File: src/rtl/arith_pkg.sv
// Shared definitions for the arithmetic-unit sequencer: op codes, FSM states
// and datapath widths.
package arith_pkg;

   localparam int AU_W   = 16;
   localparam int WIDE_W = 32;

   localparam logic [2:0] OP_SADD = 3'b000;
   localparam logic [2:0] OP_UADD = 3'b001;
   localparam logic [2:0] OP_SSUB = 3'b010;
   localparam logic [2:0] OP_USUB = 3'b011;
   localparam logic [2:0] OP_INC  = 3'b100;
   localparam logic [2:0] OP_DEC  = 3'b101;

   typedef enum logic [1:0] {
      IDLE = 2'd0,
      LO   = 2'd1,
      HI   = 2'd2,
      RESP = 2'd3
   } state_t;

   // Codes 110 and 111 have no arithmetic meaning.
   function automatic logic op_illegal(input logic [2:0] op);
      return op[2] & op[1];
   endfunction

endpackage

File: src/rtl/arith_op_map.sv
// Translates a command plus pass index into the operand/code/carry inputs
// of the 16-bit arithmetic unit. Purely combinational.
module arith_op_map
   import arith_pkg::*;
(
   input  logic [2:0]        op,
   input  logic              wide,
   input  logic              pass,     // 0 = low half, 1 = high half
   input  logic              carry,    // carry out of the low pass
   input  logic              cin,
   input  logic [WIDE_W-1:0] a,
   input  logic [WIDE_W-1:0] b,
   output logic [AU_W-1:0]   au_a,
   output logic [AU_W-1:0]   au_b,
   output logic [2:0]        au_code,
   output logic              au_cin
);

   // Select the half-word operands and the code each pass must present.
   // NOTE: every output gets a default first so no path can infer a latch.
   always_comb begin
      au_a    = pass ? a[31:16] : a[15:0];
      au_b    = '0;
      au_code = '0;
      au_cin  = 1'b0;
      if (!wide) begin
         au_b    = b[15:0];
         au_code = op;
         au_cin  = cin;
      end else if (!pass) begin
         // Low pass is always unsigned so the carry chains cleanly upward.
         case (op)
            OP_SADD, OP_UADD: begin
               au_b    = b[15:0];
               au_code = OP_UADD;
               au_cin  = cin;
            end
            OP_SSUB, OP_USUB: begin
               au_b    = b[15:0];
               au_code = OP_USUB;
               au_cin  = cin;
            end
            OP_INC: begin
               au_b    = '0;
               au_code = OP_UADD;
               au_cin  = 1'b1;
            end
            OP_DEC: begin
               au_b    = 16'd1;
               au_code = OP_USUB;
               au_cin  = 1'b1;
            end
            default: ;
         endcase
      end else begin
         // High pass keeps the requested signedness so vout is meaningful.
         case (op)
            OP_SADD, OP_UADD, OP_SSUB, OP_USUB: begin
               au_b    = b[31:16];
               au_code = op;
               au_cin  = carry;
            end
            OP_INC: begin
               au_b    = '0;
               au_code = OP_SADD;
               au_cin  = carry;
            end
            OP_DEC: begin
               au_b    = '0;
               au_code = OP_SSUB;
               au_cin  = carry;
            end
            default: ;
         endcase
      end
   end

endmodule

File: src/rtl/arith_chain_ctrl.sv
// Sequencer in front of the combinational 16-bit arithmetic unit: accepts a
// command, holds operands for SETTLE_CYCLES per pass, chains two passes for
// 32-bit operations and returns the result over a valid/ready handshake.
module arith_chain_ctrl
   import arith_pkg::*;
#(
   parameter int SETTLE_CYCLES = 1,
   parameter int WIDE_EN       = 1
) (
   input  logic        clk,
   input  logic        rst,
   input  logic        cmd_valid,
   output logic        cmd_ready,
   input  logic [2:0]  cmd_op,
   input  logic [31:0] cmd_a,
   input  logic [31:0] cmd_b,
   input  logic        cmd_cin,
   input  logic        cmd_wide,
   output logic [15:0] au_a,
   output logic [15:0] au_b,
   output logic [2:0]  au_code,
   output logic        au_cin,
   output logic        au_coe,
   input  logic [15:0] au_c,
   input  logic        au_vout,
   input  logic        au_cout,
   output logic        rsp_valid,
   input  logic        rsp_ready,
   output logic [31:0] rsp_c,
   output logic        rsp_v,
   output logic        rsp_co,
   output logic        rsp_err
);

   localparam int CNT_W = (SETTLE_CYCLES < 2) ? 1 : $clog2(SETTLE_CYCLES + 1);
   localparam logic [CNT_W-1:0] CNT_LAST = CNT_W'(SETTLE_CYCLES);
   localparam logic [CNT_W-1:0] CNT_ONE  = CNT_W'(1);

   state_t state, state_next;

   logic [2:0]        op_q;
   logic [31:0]       a_q, b_q;
   logic              cin_q, wide_q;
   logic [CNT_W-1:0]  cnt;
   logic              settle_done, wide_in;

   logic              map_pass, map_wide, map_cin;
   logic [2:0]        map_op;
   logic [31:0]       map_a, map_b;
   logic [15:0]       map_au_a, map_au_b;
   logic [2:0]        map_au_code;
   logic              map_au_cin;

   assign wide_in     = (WIDE_EN != 0) & cmd_wide;
   assign settle_done = (cnt == CNT_LAST);
   assign cmd_ready   = (state == IDLE);
   assign rsp_valid   = (state == RESP);
   assign au_coe      = 1'b0;

   // The mapper sees the live command while idle (pass 0 loaded on accept)
   // and the latched command otherwise (pass 1 loaded as LO expires). The
   // carry feeding the high pass is taken straight from the unit at that
   // edge; the registered au_cin then holds it for the whole high pass.
   assign map_pass = (state != IDLE);
   assign map_op   = map_pass ? op_q   : cmd_op;
   assign map_a    = map_pass ? a_q    : cmd_a;
   assign map_b    = map_pass ? b_q    : cmd_b;
   assign map_cin  = map_pass ? cin_q  : cmd_cin;
   assign map_wide = map_pass ? wide_q : wide_in;

   arith_op_map u_op_map (
      .op      (map_op),
      .wide    (map_wide),
      .pass    (map_pass),
      .carry   (au_cout),
      .cin     (map_cin),
      .a       (map_a),
      .b       (map_b),
      .au_a    (map_au_a),
      .au_b    (map_au_b),
      .au_code (map_au_code),
      .au_cin  (map_au_cin)
   );

   // State register.
   // NOTE: sequential state uses non-blocking assignments so every flop
   // samples pre-edge values regardless of block evaluation order.
   always_ff @(posedge clk) begin
      if (rst) state <= IDLE;
      else     state <= state_next;
   end

   // Next-state decode: one or two settle windows, or straight to RESP.
   always_comb begin
      state_next = state;
      case (state)
         IDLE: if (cmd_valid) state_next = op_illegal(cmd_op) ? RESP : LO;
         LO:   if (settle_done) state_next = wide_q ? HI : RESP;
         HI:   if (settle_done) state_next = RESP;
         RESP: if (rsp_ready) state_next = IDLE;
         default: state_next = IDLE;
      endcase
   end

   // Command latch, unit drive registers, settle counter and result capture.
   // NOTE: every register here is reset, so an aborted command leaves no
   // stale operands, codes or results visible after reset.
   always_ff @(posedge clk) begin
      if (rst) begin
         op_q    <= '0;
         a_q     <= '0;
         b_q     <= '0;
         cin_q   <= 1'b0;
         wide_q  <= 1'b0;
         cnt     <= '0;
         au_a    <= '0;
         au_b    <= '0;
         au_code <= '0;
         au_cin  <= 1'b0;
         rsp_c   <= '0;
         rsp_v   <= 1'b0;
         rsp_co  <= 1'b0;
         rsp_err <= 1'b0;
      end else begin
         case (state)
            IDLE: begin
               if (cmd_valid) begin
                  op_q   <= cmd_op;
                  a_q    <= cmd_a;
                  b_q    <= cmd_b;
                  cin_q  <= cmd_cin;
                  wide_q <= wide_in;
                  cnt    <= CNT_ONE;
                  rsp_c  <= '0;
                  rsp_v  <= 1'b0;
                  rsp_co <= 1'b0;
                  if (op_illegal(cmd_op)) begin
                     rsp_err <= 1'b1;
                  end else begin
                     rsp_err <= 1'b0;
                     au_a    <= map_au_a;
                     au_b    <= map_au_b;
                     au_code <= map_au_code;
                     au_cin  <= map_au_cin;
                  end
               end
            end
            LO: begin
               if (settle_done) begin
                  rsp_c[15:0] <= au_c;
                  if (wide_q) begin
                     au_a    <= map_au_a;
                     au_b    <= map_au_b;
                     au_code <= map_au_code;
                     au_cin  <= map_au_cin;
                     cnt     <= CNT_ONE;
                  end else begin
                     rsp_v   <= au_vout;
                     rsp_co  <= au_cout;
                     au_a    <= '0;
                     au_b    <= '0;
                     au_code <= '0;
                     au_cin  <= 1'b0;
                  end
               end else begin
                  cnt <= cnt + CNT_ONE;
               end
            end
            HI: begin
               if (settle_done) begin
                  rsp_c[31:16] <= au_c;
                  rsp_v        <= au_vout;
                  rsp_co       <= au_cout;
                  au_a         <= '0;
                  au_b         <= '0;
                  au_code      <= '0;
                  au_cin       <= 1'b0;
               end else begin
                  cnt <= cnt + CNT_ONE;
               end
            end
            default: ;
         endcase
      end
   end

endmodule

File: config.mk
export PLATFORM = sky130hd
export DESIGN_NAME = arith_chain_ctrl
export DESIGN_NICKNAME = d
export VERILOG_FILES = /design/src/rtl/arith_pkg.sv /design/src/rtl/arith_op_map.sv /design/src/rtl/arith_chain_ctrl.sv
export SDC_FILE = /design/constraint.sdc
export NUM_CORES = 1
export LEC_CHECK = 0
export CORE_MARGIN = 4
export CORE_UTILIZATION = 45
export CTS_BUF_LIST = sky130_fd_sc_hd__clkbuf_2
export DETAILED_ROUTE_END_ITERATION = 16
export GPL_TIMING_DRIVEN = 1
export PLACE_DENSITY = 0.78
export SETUP_SLACK_MARGIN = 0.15
export SLEW_MARGIN = 20
export SYNTH_ARGS = -nofsm -noshare
export SYNTH_HDL_FRONTEND = slang
export SYNTH_SLANG_ARGS = --single-unit
File: constraint.sdc
create_clock -name clk -period 2.1 [get_ports clk]
set_input_delay 0.63 -clock clk [delete_from_list [all_inputs] [get_ports clk]]
set_output_delay 0.63 -clock clk [all_outputs]
set_load 0.1 [all_outputs]
==> summary.md <==
| Metric | Value |
|---|---|
| GR Overflow Total | 0 |
| ANT nets after route | 0 |
| Layout area overhead | 59.50% |
| Post-synthesis sequential area ratio | between 50% and 60% |
| Hold depth | 2 |
| Initial core utilization | 46.50% |
| Status | complete, no violations |
| Largest delay share family, worst path | flip-flops |
| CTS H-tree depth | 4 |
| Post-place setup slack | -0.2335 ns |
| Clk sinks | 127 |
| Synth Warn # | 0 |
| Crit-path cells | inv_4 > ha_4 > buf_12 |
| Max-slew violations | 0 |
| Clock Pin Slew Worst Setup and Hold Paths | about 0.19 ns |
| Initial antenna violation count | 0 |
| # diodes | 0 |
| Syn Inst Count | 584 |
| DIE AREA | 13060 um^2 |
| Worst R2R Path Depth | 9 |
| CTS Root Cell | clkbuf_2 |
| Sequential share of power | between 20 and 30% |
| Share of layout cells above drive strength 1 | 30.43% |
| Hold Crit Endpoint | state[0] |
| Max incr delay on CP | between 0.4 and 0.5 ns |
| CTS tree | built |
| Final setup viols | 0 |
| Worst path slowest cell | dfxtp_4 |
| Sw frac | 47.89% |
| Final worst slack | 0.05773 ns |
| Drt total wl | 15.41 mm |
| Fill cells | between 700 and 800 |
| Post-Place Cells | approximately 860 |
| Static leakage | slightly above 3 nW |
| Synth Register Bits | 127 |
| Crit path max fanout | 3 |
| Crit Reg-Reg Startpoint | state[1] |
| Chip height | 114.3 um |
| Remaining DRCs | 0 |
| Pwr dens | 1370 nW/um^2 |
| Fin crit share | 97.25% |
| Unrepaired setup endpoints after global routing | true |
| Routed WL per cell | between 15 and 20 um |
| F_max | 489.7 MHz |
| Final Hold Fails | 0 |
| R2R Setup Slk | 0.21 ns |
| CORE AREA | 10940 um^2 |
| Total Nets Final | 841 |
| Power Internal | 5.789 mW |
| Vias | 4975 |
| Hold path start | rst |
| Asr flop ratio synth | 0% |
| Synth Flop Type | dfxtp_1 |
| # hold bufs at CTS | 0 |
| Crit end category | output port |
| Crit path launch type | flop |
| Rel. slew slack | 62.02% |
| Final min period | just over 2 ns |
| GRT Overall Usage | between 20% and 30% |
| IO buf count | about 160 |
| DIE WIDTH | 114.3 um |
| Worst-Margin Slew | 0.5697 ns |
| Levels on crit path | 3 |
| CP Class | reg2out |
| Comb power frac | 56.6% |
| Global-route wire length before repair | 24.08 mm |
| Most frequent cells in the layout | nand2_1 (144), clkdlybuf4s50_1 (89), a21oi_1 (81), buf_12 (80), dfxtp_2 (63) |
| Mapped Area | roughly 5100 um^2 |
| Final cell count without fillers | about 900 |
| EDFF count, synth | 0 |
| Clock Tree Buf Depth | 2 |
| Buffers and inverters on the worst path | 2 |
| Worst hold path type | in2reg |
| DRT Pass-1 Iters | 5 |
| Cell variety after synth | between 40 and 50 |
| CP arrival | ~1.4 ns |
| Global placement routability congestion | 0.9053 |
| Skew-Pair Late Insertion Delay | 0.65 ns |
| Largest net degree at the start of global routing | 41 |
| IR Drop Worst-Case VDD | between 0.9 and 1 mV |
| I/O pins | 165 |
| Row count | 38 |
| Reg2reg end | rsp_c[19] |
| Initial DRC Count | 339 |
| Mapped Avg Cell Area | 8.707 um^2 |
| Commonest non-fill, non-tap cell in the layout | nand2_1 |
| Fin util | around three quarters |
| Syn_nets | 679 |
| Vias in the first global route | 4923 |
| Clock power share | around 14% |
| Detail-routed via count per cell | between 5 and 6 |
| Max_cap viols | 0 |
| HPWL after DPL | 10.77 mm |
| Max Clock Skew | about 0.041 ns |
| CP Data Required Time | 1.47 ns |
| CTS Buf Count | 17 |
| P_sw | about 5.3 mW |
## power by group through the flow
stage | Clock, mW | Sequential (mW) | Combinational (mW)
finish | 1.50 | 3.32 | 6.29
global route | 1.64 | 3.37 | 6.61
CTS | 1.53 | 3.29 | 6.15
detailed placement | 0 | 3.29 | 6.02
global placement | 0 | 3.26 | 5.91
floorplan | 0 | 4.84 | 2.32
## Yosys cell counts (2+ instances only)
library cell	instances	area share, %
o2bb2ai_1	17	2.9
buf_6	3	0.66
clkbuf_1	21	1.6
nand2b_1	3	0.37
nor2b_1	2	0.25
dfxtp_1	127	50
buf_2	20	2.0
mux2_2	2	0.44
inv_1	4	0.30
mux2i_1	16	3.1
buf_1	2	0.15
a22o_1	19	3.3
o21ai_0	18	1.8
nand3_1	6	0.59
and4b_1	3	0.59
a211o_1	2	0.34
buf_4	4	0.59
a211oi_1	2	0.30
a21oi_1	81	8.0
a22oi_1	30	4.4
ha_1	4	0.98
nand2_2	2	0.25
nor2_1	17	1.3
nand4_1	16	2.0
nand2_1	145	11
## final cells by class
cell class	count	area, um^2	share of cell area [%]
tap	140	175.2	2.160
multi-input combinational	401	2332	28.76
sequential	127	2659	32.78
timing repair buffer	194	2685	33.11
clock inverter	15	150.1	1.851
clock buffer	17	85.08	1.049
inverter	5	23.77	0.2931
## flip-flops by register name, summed over array words and instances (netlist names), 2 cells and up
register  count
au_code       3
a_q          16
au_a         16
state         2
rsp_c        32
op_q          3
au_b         16
b_q          32
## kinds of logic (layout without fill, tap and decap cells)
logic type / Yosys count / after routing / share of synthesized area (%)
AOI/OAI and AO/OA: 177 / 177 / 22.61
adders and majority gates: 4 / 4 / 0.9843
buffers and inverters: 56 / 231 / 5.389
DFF: 127 / 127 / 50.00
muxes: 18 / 18 / 3.592
other: 1 / 1 / 0.07375
and+or+nand+nor: 201 / 201 / 17.35
## routing by layer
metal / vias to the layer above / part of all wire, % / GRT usage (%)
met1: 2342 / 39 / 27.04
met3: 28 / 8.8 / 7.558
li1: 2373 / - / -
met2: 232 / 50 / 39.46
met4: 0 / 1.9 / 7.284
met5: - / 0 / 0
## repair_timing
item / in CTS / in global routing
gates resized for setup: 43 / 53
cloned: 0 / 0
endpoints found under the setup margin: 35 / 116
setup buffers: 6 / 4
pin swaps: 2 / 2
## metrics by stage
| stage | TNS [ns] | total power [mW] | hold WS (ns) | instance area, um^2 |
|---|---|---|---|---|
| finish | 0 | 11.11 | 0.3273 | 8110 |
| global route | -0.1152 | 11.63 | 0.2434 | 8110 |
| global placement | -3.831 | 9.173 | 0.4424 | 7629 |
| floorplan | 0 | 7.160 | 0.4357 | 5100 |
| detailed placement | -9.820 | 9.306 | 0.4494 | 7629 |
| CTS | -0.005851 | 10.97 | 0.2439 | 7981 |
## worst max path at each step
stage                    from        end  slack [ns]
global route         state[1]  cmd_ready       -0.06
global placement    cmd_valid  rsp_c[25]       -0.07
floorplan            state[1]   au_b[10]        0.23
finish               state[1]  cmd_ready        0.06
CTS                  state[1]  cmd_ready      -0.006
detailed placement  cmd_valid  rsp_c[19]       -0.23
No activity file was read; power rests on OpenSTA's default activity.
